File: src/rtl/ov7670_pkg.sv
// rtl/ov7670_pkg.sv - shared types and ROM marker codes for the OV7670 config sequencer
package ov7670_pkg;

    typedef enum logic [2:0] {
        ST_IDLE,
        ST_FETCH,
        ST_DECODE,
        ST_SEND,
        ST_DELAY,
        ST_DONE
    } cfg_state_t;

    localparam logic [15:0] ROM_END   = 16'hFFFF;
    localparam logic [15:0] ROM_DELAY = 16'hFFF0;

    // A one-cycle delay still needs a 1-bit counter to hold the value 0.
    function automatic int cnt_width(input int cycles);
        return (cycles > 1) ? $clog2(cycles) : 1;
    endfunction

endpackage

File: src/rtl/cfg_delay_timer.sv
// rtl/cfg_delay_timer.sv - loadable down-counter with a zero flag for timed ROM delays
module cfg_delay_timer #(
    parameter int WIDTH = 20
) (
    input  logic             clk,
    input  logic             reset_n,
    input  logic             load,
    input  logic [WIDTH-1:0] load_value,
    input  logic             dec,
    output logic             zero
);

    logic [WIDTH-1:0] count;

    always_ff @(posedge clk or negedge reset_n) begin
        if (!reset_n) begin
            count <= '0;
        end else if (load) begin
            count <= load_value;
        end else if (dec && (count != '0)) begin
            count <= count - WIDTH'(1);
        end
    end

    assign zero = (count == '0);

endmodule

File: src/rtl/ov7670_cfg_sequencer.sv
// rtl/ov7670_cfg_sequencer.sv - walks the OV7670 register ROM and feeds each entry to the SCCB master
module ov7670_cfg_sequencer
    import ov7670_pkg::*;
#(
    parameter int ADDR_W       = 8,
    parameter int DELAY_CYCLES = 1_000_000,
    parameter int AUTO_START   = 1
) (
    input  logic              clk,
    input  logic              reset_n,
    input  logic              start,
    output logic [ADDR_W-1:0] rom_addr,
    input  logic [15:0]       rom_dout,
    output logic              sccb_valid,
    input  logic              sccb_ready,
    output logic [7:0]        sccb_reg,
    output logic [7:0]        sccb_data,
    output logic              busy,
    output logic              cfg_done,
    output logic              cfg_err
);

    localparam int                CNT_W      = cnt_width(DELAY_CYCLES);
    localparam logic [CNT_W-1:0]  DELAY_LOAD = CNT_W'(DELAY_CYCLES - 1);
    localparam logic [ADDR_W-1:0] ADDR_LAST  = '1;
    localparam logic              AUTO_EN    = (AUTO_START != 0);

    cfg_state_t        state, state_nxt;
    logic              auto_pend;
    logic [ADDR_W-1:0] addr_nxt;
    logic              valid_nxt;
    logic [7:0]        reg_nxt;
    logic [7:0]        data_nxt;
    logic              busy_nxt;
    logic              done_nxt;
    logic              err_nxt;
    logic              advance;
    logic              tmr_load;
    logic              tmr_dec;
    logic              tmr_zero;

    cfg_delay_timer #(
        .WIDTH (CNT_W)
    ) u_delay_timer (
        .clk        (clk),
        .reset_n    (reset_n),
        .load       (tmr_load),
        .load_value (DELAY_LOAD),
        .dec        (tmr_dec),
        .zero       (tmr_zero)
    );

    always_comb begin
        state_nxt = state;
        addr_nxt  = rom_addr;
        valid_nxt = sccb_valid;
        reg_nxt   = sccb_reg;
        data_nxt  = sccb_data;
        busy_nxt  = busy;
        done_nxt  = cfg_done;
        err_nxt   = cfg_err;
        advance   = 1'b0;
        tmr_load  = 1'b0;
        tmr_dec   = 1'b0;

        case (state)
            ST_IDLE, ST_DONE: begin
                // auto_pend is only ever high in the first cycle out of reset, i.e. in IDLE
                if (start || auto_pend) begin
                    addr_nxt  = '0;
                    done_nxt  = 1'b0;
                    err_nxt   = 1'b0;
                    busy_nxt  = 1'b1;
                    state_nxt = ST_FETCH;
                end
            end
            ST_FETCH: begin
                state_nxt = ST_DECODE;
            end
            ST_DECODE: begin
                if (rom_dout == ROM_END) begin
                    done_nxt  = 1'b1;
                    busy_nxt  = 1'b0;
                    state_nxt = ST_DONE;
                end else if (rom_dout == ROM_DELAY) begin
                    tmr_load  = 1'b1;
                    state_nxt = ST_DELAY;
                end else begin
                    reg_nxt   = rom_dout[15:8];
                    data_nxt  = rom_dout[7:0];
                    valid_nxt = 1'b1;
                    state_nxt = ST_SEND;
                end
            end
            ST_SEND: begin
                if (sccb_ready) begin
                    valid_nxt = 1'b0;
                    advance   = 1'b1;
                end
            end
            ST_DELAY: begin
                if (tmr_zero) begin
                    advance = 1'b1;
                end else begin
                    tmr_dec = 1'b1;
                end
            end
            default: begin
                state_nxt = ST_IDLE;
            end
        endcase

        // Running off the end of the ROM without an end marker is a malformed table.
        if (advance) begin
            if (rom_addr == ADDR_LAST) begin
                err_nxt   = 1'b1;
                done_nxt  = 1'b0;
                busy_nxt  = 1'b0;
                state_nxt = ST_DONE;
            end else begin
                addr_nxt  = rom_addr + ADDR_W'(1);
                state_nxt = ST_FETCH;
            end
        end
    end

    always_ff @(posedge clk or negedge reset_n) begin
        if (!reset_n) begin
            state      <= ST_IDLE;
            auto_pend  <= AUTO_EN;
            rom_addr   <= '0;
            sccb_valid <= 1'b0;
            sccb_reg   <= '0;
            sccb_data  <= '0;
            busy       <= 1'b0;
            cfg_done   <= 1'b0;
            cfg_err    <= 1'b0;
        end else begin
            state      <= state_nxt;
            auto_pend  <= 1'b0;
            rom_addr   <= addr_nxt;
            sccb_valid <= valid_nxt;
            sccb_reg   <= reg_nxt;
            sccb_data  <= data_nxt;
            busy       <= busy_nxt;
            cfg_done   <= done_nxt;
            cfg_err    <= err_nxt;
        end
    end

endmodule

File: config.mk
export PLATFORM = sky130hd
export DESIGN_NAME = ov7670_cfg_sequencer
export DESIGN_NICKNAME = d
export VERILOG_FILES = /design/src/rtl/ov7670_pkg.sv /design/src/rtl/cfg_delay_timer.sv /design/src/rtl/ov7670_cfg_sequencer.sv
export SDC_FILE = /design/constraint.sdc
export NUM_CORES = 1
export LEC_CHECK = 0
export BUFFER_PORTS_ARGS = -buffer_cell sky130_fd_sc_hd__buf_2
export CAP_MARGIN = 20
export CORE_MARGIN = 3
export CORE_UTILIZATION = 35
export DETAILED_ROUTE_END_ITERATION = 7
export HOLD_SLACK_MARGIN = 0.05
export MAX_ROUTING_LAYER = met4
export PLACE_DENSITY = 0.65
export SYNTH_ARGS = -nofsm -noshare
export SYNTH_HDL_FRONTEND = slang
export SYNTH_SLANG_ARGS = --single-unit
File: constraint.sdc
create_clock -name clk -period 3.5 [get_ports clk]
set_clock_uncertainty 0.1 [all_clocks]
set_input_delay 0.35 -clock clk [delete_from_list [all_inputs] [get_ports clk]]
set_output_delay 0.35 -clock clk [all_outputs]
set_load 0.01 [all_outputs]
Word-level counts from Yosys, hierarchy flattened
Index checks and enable logic that the tools add are counted.
W data, S select, Z words.
- bits in registers: 52
- logic and storage cells: 77
- add/sub/neg operators: 2
- equal/unequal tests: 13
- mux-type cells: 38
- bitwise gates (word level): 2
- reductions and logical operators: 12
- operator list (cell ; number):
    $mux W20 ; 2
    $eq A16 B16 Y1 const B ; 2
    $mux W8 ; 4
    $mux W1 ; 22
    $logic_not A20 Y1 ; 1
    $reduce_bool A20 Y1 ; 1
    $sub A20 B1 Y20 const B ; 1
    $mux W3 ; 5
    $pmux W3 S4 ; 1
    $add A8 B1 Y8 const B ; 1
    $eq A8 B8 Y1 const B ; 1
    $pmux W1 S2 ; 4
    $eq A3 B2 Y1 const B ; 2
    $eq A3 B3 Y1 const B ; 2
    $ne A2 B2 Y1 const B ; 3
    $reduce_and A4 Y1 ; 1
    $reduce_bool A2 Y1 ; 2
    $reduce_or A2 Y1 ; 2
    $eq A3 B1 Y1 const B ; 1
    $logic_not A3 Y1 ; 1
    $ne A3 B3 Y1 const B ; 1
    $reduce_and A3 Y1 ; 1
    $ne A2 B1 Y1 const B ; 1
    $not A1 Y1 ; 2
    3 further kinds ; 3

Longest topological paths before layout
Gate-level depths: netlist (run 1).
- depth after elaboration: 6
- mapped depth: 8

By module
Synthesis (run 1) repeated with hierarchy kept, for this count alone.
- cells, all modules: 296
- area, all modules: 2966.6 µm²
- modules (own cells, without submodules) (module ; instances ; cells an instance ; area each (µm²) ; seq. area each (µm²)):
    ov7670_cfg_sequencer ; 1 ; 131 ; 1555.2 ; 802.0
    cfg_delay_timer ; 1 ; 165 ; 1411.4 ; 500.5

Worst setup path after synthesis (run 1)
OpenSTA, ideal clock, no wires.
- path type: register to register
- start: register u_delay_timer.count[0]
- end: register rom_addr[3]
- setup time: 0.126 ns
- arrival: 2.331 ns
- setup slack: 0.943 ns
- stages on the path, launching flop included: 8
- buffers on the path: 0
- period minus slack after synthesis: 2.557 ns
- cell sequence: dfrtp_1 inv_1 ha_1 or4b_2 or3_4 o21ai_2 a21oi_2 a221o_1
- longest elaborated chain between the ends: 4
- ends and longest elaborated chain (element ; RTL line ; RTL):
    start: declaration ; cfg_delay_timer.sv:13 ; logic [WIDTH-1:0] count;
    start signal: assignment ; cfg_delay_timer.sv:19 ; count <= load_value;
    start signal: assignment ; cfg_delay_timer.sv:21 ; count <= count - WIDTH'(1);
    $logic_not A20 Y1 ; cfg_delay_timer.sv:25 ; assign zero = (count == '0);
    $mux W1 ; ov7670_cfg_sequencer.sv:102 ; if (tmr_zero) begin
    $pmux W1 S2 ; ov7670_cfg_sequencer.sv:66 ; case (state)
    $mux W8 ; ov7670_cfg_sequencer.sv:114 ; if (advance) begin
    named net addr_nxt[3] ; ov7670_cfg_sequencer.sv:30 ; logic [ADDR_W-1:0] addr_nxt;
    end signal: assignment ; ov7670_cfg_sequencer.sv:141 ; rom_addr <= addr_nxt;
    end: declaration ; ov7670_cfg_sequencer.sv:12 ; output logic [ADDR_W-1:0] rom_addr,
The timed path passes the listed nets, and every way through them passes these cells.
A chain may end at the register's enable or synchronous reset.

Worst setup path after layout (run 1)
Ends and elaborated chain as after synthesis.

==> metrics.txt, run 1 <==
Syn Area/Cell=~11 um^2; first-pass GRT wire length=9450 um; vias after detailed routing=between 2k and 2.5k; CTS buffer count=5; gr usage total=around 14%; vias per inst=about 5.2; setup TNS=0 ns; filler cell count=roughly 720; max cap viols=0; row cnt=31; Antenna Cells=0; clock-pin slew on the worst setup and hold paths=around 0.10 ns; measured slew at the worst slew-check pin=approximately 0.86 ns; RSZ-0062 raised after global routing=no; Util after Layout=between 40 and 50%; EDFF count, synth=0; Hold Path Class=input port to flip-flop; Core Footprint=7290 um^2; RD Place Congestion=approximately 0.81; CP Max Fanout=12; startpoint types=flip-flop; largest net degree at the start of global routing=30; Yosys top cell area share=between 40% and 50%; register area share after synthesis=49.3%; slew margin rel.=between 40% and 50%; endpoints failing hold=0; Min Hold Slack=roughly 0.18 ns; Final Cycle Share=approximately 82%; CTS tree=yes; Largest Register=u_delay_timer.count; root buffer cell=clkbuf_8; clk buf depth=2; GRT overflow=0; Ys Warns=0; Worst setup EP type=flip-flop; leading cell type in the layout, fill and taps excluded=dfrtp_1; Syn-to-layout area delta=17.0%; post-synthesis cell count=about 240; drt pass-1 iters=4; max reg flops=20; worst setup margin=0.640 ns; fraction of registers with async set/reset=100%; syn_nets=between 200 and 300; Post-DP Area=a little under 3000 um^2; Post-Route WL=5460 um; Clock Latency Late Sink=around 0.31 ns; fraction of layout cells with a size suffix above 1=between 30% and 40%; design area=about 3100 um^2; Max Fclk=around 0.35 GHz; Final Non-Filler Cells=approximately 390; die height=92.9 um; DRC marker count from the first detailed-route iteration=88; pwr/cell area=roughly 640 nW/um^2; wire length per cell=between 10 and 15 um; most frequent cells in the layout=51 x dfrtp_1, 47 x buf_2, 18 x nand2_1, 18 x nor2_1, 18 x mux2_2; Worst EP arrival=slightly below 3 ns; Synth area leaders=dfrtp_1 48%, mux2_2 7.7%, xor2_1 3.6%, xnor2_1 2.7%, nand4_1 2.6%; Peak VDD IR=~0.39 mV; Post-DP HPWL=approximately 4000 um; Req. time, crit path=3.60 ns; Final ANT Viol Nets=0; horizontal die dimension=92.9 um; Pins Over Slew Limit=0; vias in the first global route=2011; H-tree Lvls=2; drt drc=0; Synth Register Bits=52; Tmin final=between 2 and 3 ns; Top FF cell, synth=dfrtp_1; num ports=48; dpl cells=around 380; count of final setup violators=0; Netlist Area Pre-Place=2640 um^2; total power=around 2.0 mW; Initial Util=a little over a third; post-synth cell types=between 50 and 60; Setup Fix Bufs, Post-CTS=0; die area=about 8600 um^2; Nets=approximately 310; P_leak=1.20 nW; clk sinks=52; port bufs=47; initial antenna violation count=0; crit path kind=flip-flop to flip-flop; placement-stage worst setup slack=0.647 ns; area leader, netlist=dfrtp_1; status=complete, no violations
==> power breakdown <==
group / internal, mW / total (mW) / switching (mW)
Combinational: 0.343 / 0.695 / 0.352
Sequential: 0.761 / 0.901 / 0.140
Clock: 0.166 / 0.371 / 0.205
==> kinds of logic (layout without fill, tap and decap cells) <==
family / Yosys count / after routing / share of synthesized area [%]
and+or+nand+nor: 101 / 101 / 22.0
DFF: 52 / 52 / 49.3
AOI/OAI and AO/OA: 34 / 34 / 10.2
xor gates and xnor gates: 19 / 19 / 6.30
muxes: 18 / 18 / 7.67
buffers and inverters: 15 / 64 / 2.94
adders and majority gates: 3 / 3 / 1.42
other: 1 / 1 / 0.142
==> metal layers <==
metal	vias up	wire, um	GRT usage [%]	share of wire [%]
met5	-	0	-	0
met1	1007	2530	18.5	46
li1	984	-	-	-
met4	0	86	4.27	1.6
met3	8	220	3.17	4.0
met2	38	2630	21.2	48
==> worst max-delay path, stage by stage (launching register included) <==
cell and delay [ns]:
dfrtp_1 0.42, inv_1 0.09, ha_1 0.16, or4b_2 0.58, or3_4 0.48, o21ai_2 0.37
a21oi_2 0.17, a221o_1 0.37
==> path summary, 6_finish.rpt <==
| check | from | to | slack [ns] | depth (start not counted) |
|---|---|---|---|---|
| max | u_delay_timer.count[0] | rom_addr[3] | 0.64 | 7 |
| min | rom_dout[15] | sccb_reg[7] | 0.18 | 2 |
| max reg2reg | u_delay_timer.count[0] | rom_addr[3] | 0.64 | 7 |
| min reg2reg | cfg_err | cfg_err | 0.38 | 1 |
| max in group asynchronous | reset_n | auto_pend | 2.25 | 3 |
| min in group asynchronous | reset_n | u_delay_timer.count[16] | 0.45 | 2 |
==> synthesized netlist by cell type (3+ instances only) <==
| master | number |
|---|---|
| dfrtp_1 | 51 |
| mux2_2 | 18 |
| nand2_1 | 18 |
| nor2_1 | 18 |
| nand4_1 | 11 |
| xor2_1 | 11 |
| nand3_1 | 9 |
| xnor2_1 | 8 |
| a21oi_1 | 7 |
| nor3_1 | 7 |
| o21ai_0 | 5 |
| a22o_1 | 4 |
| clkbuf_1 | 4 |
| inv_1 | 4 |
| nor4_1 | 4 |
| or4_1 | 4 |
| and2_1 | 3 |
| ha_1 | 3 |
| nor4b_1 | 3 |
| o211ai_1 | 3 |
| or2_2 | 3 |
| or3_2 | 3 |
==> timing repair <==
item / CTS / global route
hold endpoints to repair: 20 / 0
gates resized for setup: 0 / 0
endpoints found under the setup margin: 0 / 0
hold buffers: 1 / 0
==> cell type report <==
cell class	instances	area [um^2]	area share, %
Sequential cell	52	1300	42.1
Multi-Input combinational cell	176	1260	40.8
Timing Repair Buffer	52	288	9.31
Tap cell	99	124	4.01
Clock buffer	6	82.6	2.67
Clock inverter	2	17.5	0.567
Inverter	4	15.0	0.486
(Power assumes the default switching activity.)
==> run 2, diff against run 1 <==
- PLACE_DENSITY: 0.65 -> 0.67
- clock period: 3.5 -> 2.4 ns (I/O delays scaled with it)
==> metrics.txt, run 2 (synthesis results as in run 1) <==
status=complete, but fails checks; violated checks=negative setup slack; DRC marker count from the first detailed-route iteration=between 100 and 150; Tmin final=between 2 and 2.5 ns; Pins Over Slew Limit=0; Sequential Area=1300 um^2; Worst EP arrival=~2.6 ns; initial antenna violation count=0; vias after detailed routing=~2.2k; Peak VDD IR=between 0.5 and 0.6 mV; RD Place Congestion=0.848; design area=around 3400 um^2; row cnt=31; footprint of the multi-input gates=1310 um^2; Post-DP Area=between 3000 and 4000 um^2; measured slew at the worst slew-check pin=about 0.73 ns; clock-pin slew on the worst setup and hold paths=~0.10 ns; H-tree Lvls=2; filler cell count=just under 700; pwr/cell area=approximately 910 nW/um^2; horizontal die dimension=slightly above 90 um; Max Fclk=around 0.42 GHz; Post-Route WL=a little under 6000 um; clk sinks=52; clk buf depth=2; fraction of layout cells with a size suffix above 1=between 40% and 50%; vias in the first global route=2121; Hold Path Class=input port to flip-flop; P_leak=1.38 nW; CP Max Fanout=4; CTS buffer count=5; vias per inst=5.10; max cap viols=0; gr usage total=around 15%; port bufs=47; die height=between 90 and 100 um; Final Cycle Share=100%; crit path kind=flip-flop to flip-flop; Util after Layout=47.2%; drt pass-1 iters=4; Clock Latency Late Sink=approximately 0.30 ns; slew margin rel.=51.0%; crit path to=rom_addr[7]; CTS tree=yes; Nets=between 300 and 400; num ports=48; startpoint types=flip-flop; Final ANT Viol Nets=0; r2r worst-path depth=5; Syn-to-layout area delta=30.1%; setup TNS=-0.0146 ns; Core Footprint=7290 um^2; RR Endpoint=rom_addr[7]; die area=approximately 8600 um^2; worst reg2reg startpoint=u_delay_timer.count[9]; Initial Util=36.2%; min-delay src=rom_dout[5]; max reg flops=20; first-pass GRT wire length=roughly 10000 um; largest net degree at the start of global routing=28; Post-DP HPWL=between 4000 and 5000 um; Min Hold Slack=0.0776 ns; Worst setup EP type=flip-flop; Largest Register=u_delay_timer.count; RSZ-0062 raised after global routing=yes; root buffer cell=clkbuf_8; Req. time, crit path=2.55 ns; Antenna Cells=0; endpoints failing hold=0; Worst Setup SP=u_delay_timer.count[9]; most frequent cells in the layout=51 x dfrtp_1, 47 x buf_2, 39 x buf_4; count of final setup violators=2; leading cell type in the layout, fill and taps excluded=dfrtp_1; wire length per cell=around 14 um; drt drc=0; R2R setup slack=-0.009 ns; GRT overflow=0; worst setup margin=-0.00912 ns
## run 2: cell types whose count changed in the layout (fill, tap and decap cells not counted), moves of 2 or more
cell and change:
buf_4 +36, inv_1 -2, inv_2 +2, inv_6 -2
## run 2: stage by stage
step / worst slack [ns] / power (mW) / std cells
6_report: -0.00912 / 3.14 / 428
5_1_grt: -0.0745 / 3.37 / 428
4_1_cts: -0.0551 / 3.16 / 427
3_5_place_dp: -0.0317 / 2.51 / 415
3_3_place_gp: 0.00229 / 2.49 / 415
2_1_floorplan: -0.0124 / 2.02 / 243
## run 2: repair_timing
item,4_1_cts,5_1_grt
hold buffers,1,0
setup endpoints to repair,3,12
pin swaps,5,4
hold endpoints to repair,26,0
buffers inserted,3,1
gates cloned,0,0
resized for setup,4,4
## run 2: final cells by class
class,instances,area share (%)
inverter,4,0.437
clock inverter,3,1.24
timing repair buffer,89,16.8
multi-input combinational,176,38.0
tap,99,3.60
sequential,52,37.9
clock buffer,5,2.00
## run 2: per-layer routing
layer / vias to the layer above / part of all wire (%) / track usage [%]
li1: 1060 / - / -
met1: 1062 / 47 / 20.4
met2: 59 / 47 / 22.1
met3: 2 / 5.6 / 3.33
met4: 0 / 0.32 / 2.56
met5: - / 0 / -
## run 2: how the worst min path moves through the flow
stage / end / depth (start not counted)
floorplan: busy / 0
global placement: u_delay_timer.count[16] / 1
detailed placement: u_delay_timer.count[16] / 1
CTS: sccb_reg[7] / 2
global route: sccb_reg[0] / 2
finish: sccb_data[5] / 2
## run 2: worst max-delay path, cell delays in order, from the launching register on
cell,delay (ns)
dfrtp_1,0.39
or3_2,0.50
or4_4,0.57
o21a_4,0.23
or4_1,0.47
nand3_1,0.08
## run 2: power by group
group / switching, mW / internal, mW
registers: 0.132 / 1.11
clock network: 0.299 / 0.309
logic: 0.633 / 0.654
total: 1.06 / 2.07
